## src/rtl/fifth_boot_loader_if.sv

```systemverilog
// Byte-stream, control and code-RAM write signals of the fifth boot loader.
// master = host/system side, slave = loader.
interface fifth_boot_loader_if #(
  parameter int unsigned ADDR_WIDTH = 13
);
  logic [7:0]            rx_data;
  logic                  rx_valid;
  logic                  rx_ready;
  logic                  load_req;
  logic                  code_wr_en;
  logic [ADDR_WIDTH-1:0] code_wr_addr;
  logic [15:0]           code_wr_data;
  logic                  cpu_reset;
  logic                  done;
  logic                  error;

  modport master (
    output rx_data, rx_valid, load_req,
    input  rx_ready, code_wr_en, code_wr_addr, code_wr_data, cpu_reset, done, error
  );

  modport slave (
    input  rx_data, rx_valid, load_req,
    output rx_ready, code_wr_en, code_wr_addr, code_wr_data, cpu_reset, done, error
  );
endinterface

```

## src/rtl/fifth_boot_loader.sv

```systemverilog
// Boot sequencer: holds the fifth core in reset while a framed image
// (MAGIC, LEN lo/hi, LEN words, XOR checksum) is written into code RAM.
module fifth_boot_loader #(
  parameter int unsigned ADDR_WIDTH = 13,
  parameter int unsigned MAX_WORDS  = 8192,
  parameter int unsigned TIMEOUT    = 1000000,
  parameter logic [7:0]  MAGIC      = 8'hF5
) (
  input  logic               clk,
  input  logic               reset,
  fifth_boot_loader_if.slave bus
);

  localparam int unsigned TW = (TIMEOUT > 2) ? $clog2(TIMEOUT) : 1;

  typedef enum logic [2:0] {
    S_IDLE, S_LEN_LO, S_LEN_HI, S_DATA_LO, S_DATA_HI, S_CHECK, S_RUN
  } state_t;

  state_t                state_q,     state_d;
  logic [15:0]           len_q,       len_d;
  logic [15:0]           idx_q,       idx_d;
  logic [7:0]            lo_q,        lo_d;
  logic [7:0]            chk_q,       chk_d;
  logic [TW-1:0]         tmo_q,       tmo_d;
  logic                  rx_ready_q,  rx_ready_d;
  logic                  wr_en_q,     wr_en_d;
  logic [ADDR_WIDTH-1:0] wr_addr_q,   wr_addr_d;
  logic [15:0]           wr_data_q,   wr_data_d;
  logic                  cpu_reset_q, cpu_reset_d;
  logic                  done_q,      done_d;
  logic                  error_q,     error_d;

  logic                  accept;
  logic                  tmo_hit;
  logic [15:0]           len_rx;

  assign accept  = bus.rx_valid & rx_ready_q;
  assign tmo_hit = (tmo_q == TW'(TIMEOUT - 1));
  assign len_rx  = {bus.rx_data, len_q[7:0]};

  always_comb begin
    state_d     = state_q;
    len_d       = len_q;
    idx_d       = idx_q;
    lo_d        = lo_q;
    chk_d       = chk_q;
    wr_en_d     = 1'b0;
    wr_addr_d   = wr_addr_q;
    wr_data_d   = wr_data_q;
    cpu_reset_d = cpu_reset_q;
    done_d      = done_q;
    error_d     = error_q;

    if (accept) begin
      unique case (state_q)
        S_IDLE: begin
          if (bus.rx_data == MAGIC) begin
            state_d = S_LEN_LO;
            done_d  = 1'b0;
            error_d = 1'b0;
            chk_d   = '0;
            idx_d   = '0;
          end
        end
        S_LEN_LO: begin
          len_d[7:0] = bus.rx_data;
          chk_d      = chk_q ^ bus.rx_data;
          state_d    = S_LEN_HI;
        end
        S_LEN_HI: begin
          len_d[15:8] = bus.rx_data;
          chk_d       = chk_q ^ bus.rx_data;
          if (len_rx == '0 || 32'(len_rx) > MAX_WORDS) begin
            error_d = 1'b1;
            state_d = S_IDLE;
          end else begin
            state_d = S_DATA_LO;
          end
        end
        S_DATA_LO: begin
          lo_d    = bus.rx_data;
          chk_d   = chk_q ^ bus.rx_data;
          state_d = S_DATA_HI;
        end
        S_DATA_HI: begin
          wr_en_d   = 1'b1;
          wr_data_d = {bus.rx_data, lo_q};
          wr_addr_d = ADDR_WIDTH'(idx_q);
          idx_d     = idx_q + 16'd1;
          chk_d     = chk_q ^ bus.rx_data;
          state_d   = (idx_q == len_q - 16'd1) ? S_CHECK : S_DATA_LO;
        end
        S_CHECK: begin
          if (bus.rx_data == chk_q) begin
            state_d     = S_RUN;
            cpu_reset_d = 1'b1;
            done_d      = 1'b1;
          end else begin
            error_d = 1'b1;
            state_d = S_IDLE;
          end
        end
        default: state_d = S_IDLE;
      endcase
    end else if (state_q == S_RUN) begin
      if (bus.load_req) begin
        state_d     = S_IDLE;
        cpu_reset_d = 1'b0;
        done_d      = 1'b0;
      end
    end else if (tmo_hit) begin
      // Idle timeout boots the resident image; mid-frame it aborts the load.
      if (state_q == S_IDLE) begin
        state_d     = S_RUN;
        cpu_reset_d = 1'b1;
      end else begin
        state_d = S_IDLE;
        error_d = 1'b1;
      end
    end

    if (state_q == S_RUN || accept || state_d != state_q) begin
      tmo_d = '0;
    end else begin
      tmo_d = tmo_q + 1'b1;
    end

    rx_ready_d = (state_d != S_RUN);
  end

  always_ff @(posedge clk or negedge reset) begin
    if (!reset) begin
      state_q     <= S_IDLE;
      len_q       <= '0;
      idx_q       <= '0;
      lo_q        <= '0;
      chk_q       <= '0;
      tmo_q       <= '0;
      rx_ready_q  <= 1'b0;
      wr_en_q     <= 1'b0;
      wr_addr_q   <= '0;
      wr_data_q   <= '0;
      cpu_reset_q <= 1'b0;
      done_q      <= 1'b0;
      error_q     <= 1'b0;
    end else begin
      state_q     <= state_d;
      len_q       <= len_d;
      idx_q       <= idx_d;
      lo_q        <= lo_d;
      chk_q       <= chk_d;
      tmo_q       <= tmo_d;
      rx_ready_q  <= rx_ready_d;
      wr_en_q     <= wr_en_d;
      wr_addr_q   <= wr_addr_d;
      wr_data_q   <= wr_data_d;
      cpu_reset_q <= cpu_reset_d;
      done_q      <= done_d;
      error_q     <= error_d;
    end
  end

  assign bus.rx_ready     = rx_ready_q;
  assign bus.code_wr_en   = wr_en_q;
  assign bus.code_wr_addr = wr_addr_q;
  assign bus.code_wr_data = wr_data_q;
  assign bus.cpu_reset    = cpu_reset_q;
  assign bus.done         = done_q;
  assign bus.error        = error_q;

endmodule

```

## src/flat_wrapper.sv

```systemverilog
// flat-port wrapper written by rule: the top's interface ports become plain ports
module fifth_boot_loader_flat 
#(
  parameter int unsigned ADDR_WIDTH = 13,
  parameter int unsigned MAX_WORDS  = 8192,
  parameter int unsigned TIMEOUT    = 1000000,
  parameter logic [7:0]  MAGIC      = 8'hF5
)
  (clk, reset, bus_rx_data, bus_rx_valid, bus_load_req, bus_rx_ready, bus_code_wr_en, bus_code_wr_addr, bus_code_wr_data, bus_cpu_reset, bus_done, bus_error);
  fifth_boot_loader_if #(.ADDR_WIDTH(ADDR_WIDTH)) bus_i ();
  input  logic clk;
  input  logic reset;
  input wire logic [$bits(bus_i.rx_data)-1:0] bus_rx_data;
  input wire logic [$bits(bus_i.rx_valid)-1:0] bus_rx_valid;
  input wire logic [$bits(bus_i.load_req)-1:0] bus_load_req;
  output wire logic [$bits(bus_i.rx_ready)-1:0] bus_rx_ready;
  output wire logic [$bits(bus_i.code_wr_en)-1:0] bus_code_wr_en;
  output wire logic [$bits(bus_i.code_wr_addr)-1:0] bus_code_wr_addr;
  output wire logic [$bits(bus_i.code_wr_data)-1:0] bus_code_wr_data;
  output wire logic [$bits(bus_i.cpu_reset)-1:0] bus_cpu_reset;
  output wire logic [$bits(bus_i.done)-1:0] bus_done;
  output wire logic [$bits(bus_i.error)-1:0] bus_error;
  assign bus_i.rx_data = bus_rx_data;
  assign bus_i.rx_valid = bus_rx_valid;
  assign bus_i.load_req = bus_load_req;
  assign bus_rx_ready = bus_i.rx_ready;
  assign bus_code_wr_en = bus_i.code_wr_en;
  assign bus_code_wr_addr = bus_i.code_wr_addr;
  assign bus_code_wr_data = bus_i.code_wr_data;
  assign bus_cpu_reset = bus_i.cpu_reset;
  assign bus_done = bus_i.done;
  assign bus_error = bus_i.error;
  fifth_boot_loader #(.ADDR_WIDTH(ADDR_WIDTH), .MAX_WORDS(MAX_WORDS), .TIMEOUT(TIMEOUT), .MAGIC(MAGIC)) u_core (.clk(clk), .reset(reset), .bus(bus_i));
endmodule
```

## config.mk

```make
export PLATFORM = sky130hd
export DESIGN_NAME = fifth_boot_loader_flat
export DESIGN_NICKNAME = d
export VERILOG_FILES = /design/src/rtl/fifth_boot_loader_if.sv /design/src/rtl/fifth_boot_loader.sv /design/src/flat_wrapper.sv
export SDC_FILE = /design/constraint.sdc
export NUM_CORES = 1
export LEC_CHECK = 0
export CAP_MARGIN = 20
export CORE_ASPECT_RATIO = 1.75
export CORE_UTILIZATION = 42
export DETAILED_ROUTE_END_ITERATION = 7
export HOLD_SLACK_MARGIN = 0.03
export PLACE_DENSITY_LB_ADDON = 0.2
export SLEW_MARGIN = 10
export SYNTH_ARGS = -nofsm -noshare
export SYNTH_HDL_FRONTEND = slang
export SYNTH_SLANG_ARGS = --single-unit
```

## constraint.sdc

```tcl
create_clock -name clk -period 4.5 [get_ports clk]
set_clock_uncertainty 0.15 [all_clocks]
set_input_delay 1.35 -clock clk [delete_from_list [all_inputs] [get_ports clk]]
set_output_delay 1.35 -clock clk [all_outputs]
set_load 0.005 [all_outputs]
```

=== Yosys cells after proc, flatten, opt, wreduce, memory -nomap -nowiden ===
Index checks and enable logic that the tools add are counted.

* Register bits: 105
* Output and inout bits: 34

* $add $sub $neg: 3
* $lt $le $gt $ge: 1
* Eq/ne operators: 24
* Mux-type cells: 35
* Bitwise logic cells: 2
* Reductions and logical operators: 22

{| class="wikitable"
|+ Operators by type and width
! kind !! number
|-
| $pmux 16 s2 || 1
|-
| $mux 3 || 8
|-
| $add 20x1->20 const B || 1
|-
| $eq 20x20->1 const B || 1
|-
| $mux 20 || 1
|-
| $mux 1 || 18
|-
| $ne 3x3->1 const B || 6
|-
| $pmux 3 s6 || 1
|-
| $add 16x1->16 const B || 1
|-
| $eq 16x16->1 || 1
|-
| $gt 16x14->1 const B || 1
|-
| $logic_not 16->1 || 1
|-
| $mux 16 || 1
|-
| $pmux 8 s2 || 1
|-
| $sub 16x1->16 const B || 1
|-
| $reduce_and 5->1 || 2
|-
| $reduce_bool 2->1 || 5
|-
| $eq 3x3->1 const B || 3
|-
| $eq 8x8->1 || 1
|-
| $eq 8x8->1 const B || 1
|-
| $mux 8 || 1
|-
| $reduce_and 2->1 || 4
|-
| $xor 8x8->8 || 1
|-
| $reduce_and 7->1 || 1
|-
| 16 further kinds || 24
|}

=== Longest topological paths before layout ===
Gate-level depths: netlist of the first run.

* Depth after elaboration: 8
* Mapped depth: 11
* Depth with buffers taken out: 10

=== Worst setup path after synthesis of the first run ===
No wires, ideal clock.

* Kind: input port to flip-flop
* Start point: input bus_rx_data[0]
* End point: register u_core.tmo_q[6]
* Setup time: 0.096 ns
* Arrival: 3.340 ns
* Data required time: 4.254 ns
* Path slack: 0.914 ns
* Stages: 8
* Path through: clkbuf_1 -> or4_1 -> nor4_1 -> xnor2_1 -> a21oi_1 -> o21a_1 -> or4_1 -> o31ai_1

* Word-level cells in the longest chain between the ends: 8
* Elaborated cells on any way between the ends: 13
* Those cells by class: 1 x order compare; 3 x eq/ne; 6 x mux; 3 x reduce/logical

{| class="wikitable"
|+ Ends and longest elaborated chain
! item !! line !! RTL
|-
| start, declared || flat_wrapper.sv:13 || <nowiki>input wire logic [$bits(bus_i.rx_data)-1:0] bus_rx_data;</nowiki>
|-
| $gt 16x14->1 / $logic_not 16->1 (equally long branches) || fifth_boot_loader.sv:74 || <nowiki>if (len_rx == '0 || 32'(len_rx) > MAX_WORDS) begin</nowiki>
|-
| $logic_or 1x1->1 || fifth_boot_loader.sv:74 ||
|-
| $mux 2 || fifth_boot_loader.sv:74 ||
|-
| $pmux 3 s6 * || fifth_boot_loader.sv:56 || <nowiki>unique case (state_q)</nowiki>
|-
| $mux 3 * || fifth_boot_loader.sv:55 || <nowiki>if (accept) begin</nowiki>
|-
| $ne 3x3->1 * || fifth_boot_loader.sv:123 || <nowiki>if (state_q == S_RUN || accept || state_d != state_q) begin</nowiki>
|-
| $logic_or 1x1->1 * || fifth_boot_loader.sv:123 ||
|-
| $mux 20 * || fifth_boot_loader.sv:123 ||
|-
| net u_core.tmo_d[6] || fifth_boot_loader.sv:25 || <nowiki>logic [TW-1:0] tmo_q, tmo_d;</nowiki>
|-
| end signal, assigned || fifth_boot_loader.sv:153 || <nowiki>tmo_q <= tmo_d;</nowiki>
|-
| end, declared || fifth_boot_loader.sv:25 ||
|}

The timed path passes the listed nets; every way through them passes the cells marked *.
A chain may end at the register's enable or synchronous reset.

=== Worst setup path in the final report of the first run ===
* Start point: input bus_rx_data[1]
* End point: register u_core.tmo_q[6]

Same word-level chain as after synthesis.

==> reports/qor.csv, run 1 <==
metric;value;unit
switching_share;39.3;%
switchingPower;0.00150;W
nFillCells;1242;
initial_core_util;43.5;%
ys_seq_area_share;46.2;%
rsz0062_at_grt;false;
clkSinkCount;105;
cts_tree;done;
ant_nets;0;
grt_max_degree;80;
comb_power_share;37.5;%
hold_ws;0.317;ns
ys.flop_type;dfrtp_1;
dr.pass1.iters;5;
yosys_warnings;0;
synth.area.top_cells;dfrtp_1 (46%), nand2_1 (8.2%), xnor2_1 (4.9%);
period_needed;3.74;ns
drv_slew;0;
dp_hpwl;10900;um
max_freq;0.268;GHz
track_usage;22.1;%
yosys.area.top_type;dfrtp_1;
area_growth;17.1;%
power.density;573;mW/mm^2
syn_area_per_cell;8.89;sq um
p_int;0.00232;W
final.period_utilization;83.0;%
portBuffers;45;
p_leak;2.85;nW
status;finished, final reports clean;
crit_path_start_kind;input port;
worstRegToRegCells;9;
synth_edf_count;0;
gr-total-overflow;0;
route.detailed.wl_per_inst;17.7;um
setup_viol;0;
required;4.60;ns
worstMarginPinSlew;0.799;ns
antennaDiodeCount;0;
insertion_delay;0.36;ns
drv_cap;0;
seq_power_share;40.4;%
vias_per_cell;5.69;
core;0.0131;sq mm
h-tree-depth;3;
clock_path_buffers;2;
post_cts_resized;0;
final_net_count;691;
async_flop_share;100;%
cts-buffers-inserted;9;
hold_viol_final;0;
num_vias;4851;
end_kind;flop;
die_x;90;um
drc;0;
drtIter0Drc;220;
netlist_instances;640;
gp_congestion;0.895;
slew_headroom;46.5;%
ys_types;62;
synth_top_area_share;46.2;%
worst-path-max-fanout;7;
min_path_type;reg -> reg;
p_total;0.00382;W
reg2reg_slack;1.01;ns
fp.dieArea;0.0140;sq mm
syn-cell-area;0.00569;sq mm
ys_ff_latch;105;
syn_nets;655;
ir_drop;274;uV
ys_top_cells_by_count;nand2_1 (124), dfrtp_1 (105), nor2_1 (52);
grt_pass1_wl;24500;um
routed_wl;15100;um
io_pins;46;
clockPowerShare;22.1;%
critPathKind;in -> reg;
cts-root-buf;clkbuf_16;
dieHeight;156;um
synth.most_common_cell;nand2_1;
finalSetupTns;0;ns
hold_buffers;0;
grt_pass1_vias;4863;
cts_setup_buffers;0;
num_rows;55;
antenna_found_initial;0;
drive_gt1_share;10.3;%
arrival;3.84;ns
cts.clk_slew.worst_paths;0.08;ns
whs_path_depth;2;
==> final timing paths <==
kind | from | endpoint
max | bus_rx_data[1] | u_core.tmo_q[6]
min | u_core.lo_q[5] | u_core.bus.code_wr_data[5]
max reg2reg | u_core.len_q[0] | u_core.bus.rx_ready
min reg2reg | u_core.lo_q[5] | u_core.bus.code_wr_data[5]
max in group asynchronous | reset | u_core.idx_q[15]
min in group asynchronous | reset | u_core.bus.error
==> stage by stage <==
stage / instances / utilization (%) / area, sq um / setup WS, ns
2_1_floorplan: 640 / - / 5690 / 0.914
3_3_place_gp: 835 / 48.3 / 6320 / 0.426
3_5_place_dp: 835 / 48.3 / 6320 / 0.427
4_1_cts: 851 / 50.8 / 6640 / 0.783
5_1_grt: 852 / 51.0 / 6660 / 0.644
6_report: 852 / 51.0 / 6660 / 0.764
==> flip-flops by register name, summed over array words and instances, names as in the netlist <==
register and count:
u_core.idx_q 16, u_core.bus.error 1, u_core.len_q 16, u_core.state_q 3
u_core.bus.rx_ready 1, u_core.bus.done 1, u_core.bus.code_wr_data 16, u_core.lo_q 8
u_core.tmo_q 20, u_core.chk_q 8, u_core.bus.cpu_reset 1, u_core.bus.code_wr_addr 13
u_core.bus.code_wr_en 1
==> area by class of cell <==
| cell class | count | area [sq um] | share of cell area, % |
|---|---|---|---|
| Clock buffer | 9 | 225 | 3.38 |
| Clock inverter | 7 | 95.1 | 1.43 |
| Inverter | 17 | 63.8 | 0.958 |
| Multi-Input combinational cell | 483 | 2860 | 42.9 |
| Sequential cell | 105 | 2630 | 39.4 |
| Tap cell | 171 | 214 | 3.21 |
| Timing Repair Buffer | 60 | 581 | 8.71 |
==> cell usage in the layout, fill, tap and decap left out, types with 5 or more instances in the layout <==
cell type,count
inv_1,13
nor3_1,9
a31oi_1,5
nand2b_1,11
or4_1,8
nor2_1,52
o31ai_1,8
nor4_1,12
clkdlybuf4s50_1,44
and3_1,14
xnor2_1,32
xor2_1,15
o21ai_0,48
mux2_2,21
buf_4,15
o211ai_1,5
o21ai_1,10
dfrtp_1,105
clkbuf_16,9
a21oi_1,16
nand2_1,124
nand3_1,27
nand4_1,12
==> layer usage <==
metal  GRT usage, %  vias to the layer above  wire [um]
met2           39.6                      133       7990
met1           24.7                     2372       5900
li1               -                     2297          -
met5              0                        -          0
met3           2.63                       49        417
met4           14.4                        0        745
==> cell families (layout without fill, tap and decap cells) <==
family	count (synthesis)	count (layout)	synth area share, %
fa+ha+maj	3	3	0.660
buf+inv	52	93	3.71
mux	21	21	4.15
compound gates	119	119	13.0
flops	105	105	46.2
simple gates	293	293	25.0
xor+xnor	47	47	7.23
==> power by group through the flow <==
stage               registers [W]  logic, W  clock network (W)
global route              0.00158   0.00159           0.000897
finish                    0.00154   0.00143           0.000843
detailed placement        0.00155   0.00143                  0
CTS                       0.00154   0.00144           0.000863
floorplan                 0.00143   0.00100                  0
global placement          0.00154   0.00138                  0
==> worst max-delay path, stage by stage <==
cell and delay [ns]:
clkdlybuf4s50_1 0.46, or4_1 0.51, nor4_1 0.26, xnor2_1 0.19
a21oi_1 0.15, o21a_1 0.30, or4_1 0.53, o31ai_1 0.09
Note: power is estimated with default switching activity, not from simulation.
==> inputs of run 2 (changes only) <==
==> constraint.sdc (replaced) <==
create_clock -name clk -period 3 [get_ports clk]
set_clock_uncertainty 0.15 [all_clocks]
set_input_delay 0.9 -clock clk [delete_from_list [all_inputs] [get_ports clk]]
set_output_delay 0.9 -clock clk [all_outputs]
set_load 0.005 [all_outputs]
==> reports/qor.csv, run 2 (same netlist as run 1, synthesis figures left out) <==
metric;value;unit;change
status;finished, final reports clean;;
clockPowerShare;18.4;%;-3.7 points
grt_pass1_vias;5291;;+8.8%
end_kind;flop;;
drv_cap;0;;unchanged
gp_congestion;0.902;;+0.69%
num_vias;5036;;+3.8%
p_total;0.00604;W;+58%
die_x;90;um;unchanged
cts-buffers-inserted;9;;unchanged
cts-root-buf;clkbuf_16;;
largest-register;u_core.tmo_q;;
dr.pass1.iters;5;;unchanged
worst-path-max-fanout;4;;-3
vias_per_cell;5.55;;-2.6%
p_leak;3.13;nW;+9.7%
core;0.0131;sq mm;unchanged
drc;0;;unchanged
ant_nets;0;;unchanged
cts.clk_slew.worst_paths;0.07;ns;about the same
min_path_type;reg -> reg;;
p_int;0.00368;W;+59%
period_needed;3.00;ns;
drtIter0Drc;272;;+24%
crit_slowest_cell;or4_1;;
antennaDiodeCount;0;;unchanged
clock_path_buffers;2;;unchanged
setup_viol;0;;unchanged
seq_power_share;36.5;%;-3.9 points
slew_headroom;55.0;%;+8.5 points
cp_slowest_stage_delay;0.61;ns;+0.08 ns
insertion_delay;0.35;ns;about the same
fp.dieArea;0.0140;sq mm;unchanged
dp_hpwl;11800;um;+8.4%
fin_area;0.00713;sq mm;+7.1%
track_usage;23.5;%;+1.4 points
h-tree-depth;3;;unchanged
num_rows;55;;unchanged
mostFrequentLayoutCells;nand2_1 (124), dfrtp_1 (104), buf_4 (69);;
comb_power_share;45.1;%;+7.6 points
dieHeight;156;um;unchanged
critPathKind;reg -> reg;;
io_pins;46;;unchanged
portBuffers;45;;unchanged
nFillCells;1241;;-0.081%
drv_slew;0;;unchanged
routed_wl;15800;um;+4.7%
worstMarginPinSlew;0.672;ns;-0.127 ns
path_cells;or4_1 -> nor4_1 -> buf_4 -> xnor2_1 -> o2111ai_4 -> nor4_4 -> o21ai_4 -> a2111o_1;;
grt_pass1_wl;26000;um;+6.0%
arrival;3.08;ns;-0.76 ns
hold_viol_final;0;;unchanged
clkSinkCount;105;;unchanged
hold_buffers;0;;unchanged
cts_tree;done;;
rsz0062_at_grt;true;;
route.detailed.wl_per_inst;17.4;um;-1.7%
required;3.09;ns;-1.51 ns
crit_path_start_kind;flop;;
grt_max_degree;66;;-18%
final_common_cell;nand2_1;;
placed_area;0.00674;sq mm;+6.8%
gr-total-overflow;0;;unchanged
power.density;846;mW/mm^2;+48%
switchingPower;0.00235;W;+57%
max_freq;0.334;GHz;
initial_core_util;43.5;%;unchanged
final.period_utilization;99.9;%;
area_growth;25.3;%;
final_net_count;747;;+8.1%
antenna_found_initial;0;;unchanged
largest_reg_flops;20;;unchanged
drive_gt1_share;18.9;%;+8.6 points
switching_share;39.0;%;-0.28 points
ir_drop;386;uV;+41%
## run 2: layer usage
layer / share of wire (%) / vias up / GRT usage, % / wire (um)
met3: 2.5 / 47 / 3.46 / 395
li1: - / 2410 / - / -
met2: 56 / 112 / 45.3 / 8860
met5: 0 / - / 0 / 0
met4: 4.5 / 0 / 14.3 / 704
met1: 37 / 2467 / 23.5 / 5810
## run 2: layout make-up
cell class                 instances  area [sq um]  area share, %
clock buffer                      10           229           3.21
clock inverter                     6          42.5          0.596
inverter                          17          63.8          0.894
multi-input combinational        483          2960           41.5
sequential                       105          2630           36.8
tap                              171           214           3.00
timing repair buffer             116           996           14.0
## run 2: stage by stage
step                      hold slack, ns  worst slack, ns  setup TNS (ns)  std cells  utilization, %
after global routing               0.355          -0.0638         -0.0638        908            54.6
final                              0.320          0.00412               0        908            54.6
after CTS                          0.330         -0.00527        -0.00527        905            53.9
after global placement             0.303           -0.409           -8.99        888            51.6
after detailed placement           0.308           -0.430           -9.95        888            51.6
after floorplan                    0.285          -0.0918          -0.223        640               -
## run 2: path summary, 6_finish.rpt
kind	from	end	slack [ns]	cells after the start
hold reg to reg	u_core.lo_q[4]	u_core.bus.code_wr_data[4]	0.32	2
max in group asynchronous	reset	u_core.bus.code_wr_addr[7]	1.85	2
hold / removal	u_core.lo_q[4]	u_core.bus.code_wr_data[4]	0.32	2
setup reg to reg	u_core.len_q[1]	u_core.bus.rx_ready	0.004	8
min in group asynchronous	reset	u_core.state_q[2]	0.38	2
setup / recovery	u_core.len_q[1]	u_core.bus.rx_ready	0.004	8
## run 2: what timing repair did
item,in CTS,in global routing
setup endpoints to repair,4,25
setup buffers,1,4
cloned,0,0
pin swaps,8,9
gates resized for setup,10,14
## run 2: power groups by stage
stage          combinational, W  sequential (W)  clock [W]
4_1_cts                 0.00263         0.00220    0.00114
2_1_floorplan           0.00154         0.00215          0
6_report                0.00272         0.00220    0.00111
5_1_grt                 0.00296         0.00226    0.00119
3_3_place_gp            0.00254         0.00219          0
3_5_place_dp            0.00261         0.00222          0
## run 2: critical path, delay by kind of cell (launching register included)
kind | cells | cell delay [ns]
XOR/XNOR | 1 | 0.19
AO/OA/AOI/OAI | 3 | 0.64
AND/OR/NAND/NOR | 3 | 1.27
flip-flops | 1 | 0.44
buffers and inverters | 1 | 0.18
==> inputs of run 3 (changes only) <==
--- a/config.mk
+++ b/config.mk
@@ -10,7 +10,7 @@
 export CORE_UTILIZATION = 42
 export DETAILED_ROUTE_END_ITERATION = 7
 export HOLD_SLACK_MARGIN = 0.03
-export PLACE_DENSITY_LB_ADDON = 0.2
+export PLACE_DENSITY = 0.62
 export SLEW_MARGIN = 10
 export SYNTH_ARGS = -nofsm -noshare
 export SYNTH_HDL_FRONTEND = slang
==> reports/qor.csv, run 3 (same netlist as run 1, synthesis figures left out) <==
metric;value;unit;change
status;finished, final reports clean;;
crit_start;u_core.len_q[3];;
hold_viol_final;0;;unchanged
h-tree-depth;3;;unchanged
largest-register;u_core.tmo_q;;
hold_ws;0.320;ns;+0.000245 ns
period_needed;2.97;ns;-0.0303 ns
end_kind;flop;;
die_x;90;um;unchanged
portBuffers;45;;unchanged
max_freq;0.337;GHz;+1.0%
hp-start;u_core.lo_q[7];;
hold_buffers;0;;unchanged
mostFrequentLayoutCells;nand2_1 (124), dfrtp_1 (104), buf_4 (72);;
rsz0062_at_grt;true;;
insertion_delay;0.35;ns;about the same
gp_congestion;0.915;;+1.5%
drv_cap;0;;unchanged
area_growth;27.1;%;
worstMarginPinSlew;0.670;ns;-0.00185 ns
grt_pass1_wl;26300;um;+0.98%
switchingPower;0.00234;W;-0.53%
antennaDiodeCount;0;;unchanged
core;0.0131;sq mm;unchanged
cts_tree;done;;
io_pins;46;;unchanged
num_rows;55;;unchanged
drive_gt1_share;19.5;%;+0.63 points
drtIter0Drc;253;;-7.0%
route.detailed.wl_per_inst;17.3;um;-0.30%
gr-total-overflow;0;;unchanged
min_path_type;reg -> reg;;
dieHeight;156;um;unchanged
grt_max_degree;56;;-15%
num_vias;5049;;+0.26%
vias_per_cell;5.55;;about the same
clock_path_buffers;2;;unchanged
power.density;871;mW/mm^2;+2.9%
cts-buffers-inserted;9;;unchanged
arrival;3.07;ns;about the same
worst-path-max-fanout;5;;+1
largest_reg_flops;20;;unchanged
dp_hpwl;11600;um;-1.9%
final_net_count;751;;+0.54%
grt_pass1_vias;5277;;-0.26%
final_common_cell;nand2_1;;
crit_path_start_kind;flop;;
clockPowerShare;21.4;%;+3.0 points
critPathKind;reg -> reg;;
routed_wl;15800;um;about the same
reg2reg_from;u_core.len_q[3];;
nFillCells;1199;;-3.4%
fin_area;0.00724;sq mm;+1.4%
required;3.10;ns;about the same
drv_slew;0;;unchanged
initial_core_util;43.5;%;unchanged
dr.pass1.iters;4;;-1
antenna_found_initial;0;;unchanged
fp.dieArea;0.0140;sq mm;unchanged
switching_share;37.2;%;-1.8 points
p_leak;3.19;nW;+1.9%
setup_viol;0;;unchanged
cts-root-buf;clkbuf_16;;
ir_drop;485;uV;+26%
cts.clk_slew.worst_paths;0.07;ns;about the same
seq_power_share;34.4;%;-2.1 points
drc;0;;unchanged
track_usage;23.6;%;+0.043 points
slew_headroom;55.1;%;+0.12 points
p_int;0.00396;W;+7.5%
ant_nets;0;;unchanged
placed_area;0.00679;sq mm;+0.63%
comb_power_share;44.2;%;-0.9 points
clkSinkCount;105;;unchanged
final.period_utilization;98.9;%;-1.0 points
## run 3: changes by cell type in the layout (fill, tap and decap cells not counted), sizes merged
| cell | before | now |
|---|---|---|
| inv | 18 | 16 |
| clkbuf | 10 | 9 |
| dlymetal6s2s | 0 | 1 |
| buf | 72 | 76 |
| clkinv | 3 | 2 |
| clkdlybuf4s50 | 40 | 39 |
| clkinvlp | 2 | 1 |
| bufinv | 0 | 3 |
## run 3: path summary, 6_finish.rpt
path,depth (start not counted),end,slack (ns)
setup / recovery,8,u_core.tmo_q[6],0.03
hold / removal,2,u_core.bus.code_wr_data[7],0.32
setup reg to reg,8,u_core.tmo_q[6],0.03
hold reg to reg,2,u_core.bus.code_wr_data[7],0.32
max in group asynchronous,2,u_core.bus.code_wr_data[7],1.65
min in group asynchronous,1,u_core.chk_q[6],0.37
## run 3: layout make-up
class / count / area, sq um / share of cell area [%]
multi-input combinational: 483 / 2960 / 40.9
clock inverter: 5 / 106 / 1.47
clock buffer: 9 / 225 / 3.11
tap: 171 / 214 / 2.96
sequential: 105 / 2630 / 36.3
inverter: 17 / 63.8 / 0.882
timing repair buffer: 120 / 1040 / 14.4
## run 3: power by group through the flow
stage                     logic [W]  clock network [W]  registers, W
after global routing        0.00307            0.00142       0.00222
after CTS                   0.00272            0.00136       0.00216
final                       0.00278            0.00135       0.00217
after detailed placement    0.00266                  0       0.00218
after floorplan             0.00154                  0       0.00215
after global placement      0.00258                  0       0.00216
## run 3: critical path: stages (launching register included)
cell and delay, ns:
dfrtp_1 0.38, or4_4 0.60, or4_4 0.51, a211oi_2 0.18, o2111ai_2 0.17, nor4_4 0.40
o21ai_4 0.12, buf_6 0.15, o31ai_2 0.22
## run 3: timing repair
| action | 4_1_cts | 5_1_grt |
|---|---|---|
| setup buffers | 3 | 2 |
| pin swaps | 8 | 9 |
| endpoints found under the setup margin | 4 | 20 |
| gates resized for setup | 9 | 15 |
## run 3: through the flow
stage / utilization, % / instances / TNS [ns] / setup WS, ns / total power [W]
6_report: 55.3 / 910 / 0 / 0.0344 / 0.00630
2_1_floorplan: - / 640 / -0.223 / -0.0918 / 0.00369
3_3_place_gp: 51.9 / 892 / -5.42 / -0.454 / 0.00474
5_1_grt: 55.3 / 910 / -0.109 / -0.0736 / 0.00670
4_1_cts: 54.8 / 909 / 0 / 0.00476 / 0.00624
3_5_place_dp: 51.9 / 892 / -7.45 / -0.450 / 0.00483
## run 3: per-layer routing
layer  up-vias  GRT usage, %  part of all wire (%)
li1       2424             -                     -
met1      2473          24.2                    37
met2       106          45.9                    56
met3        46          3.12                   2.7
met4         0          11.9                   4.4
met5         -             0                     0
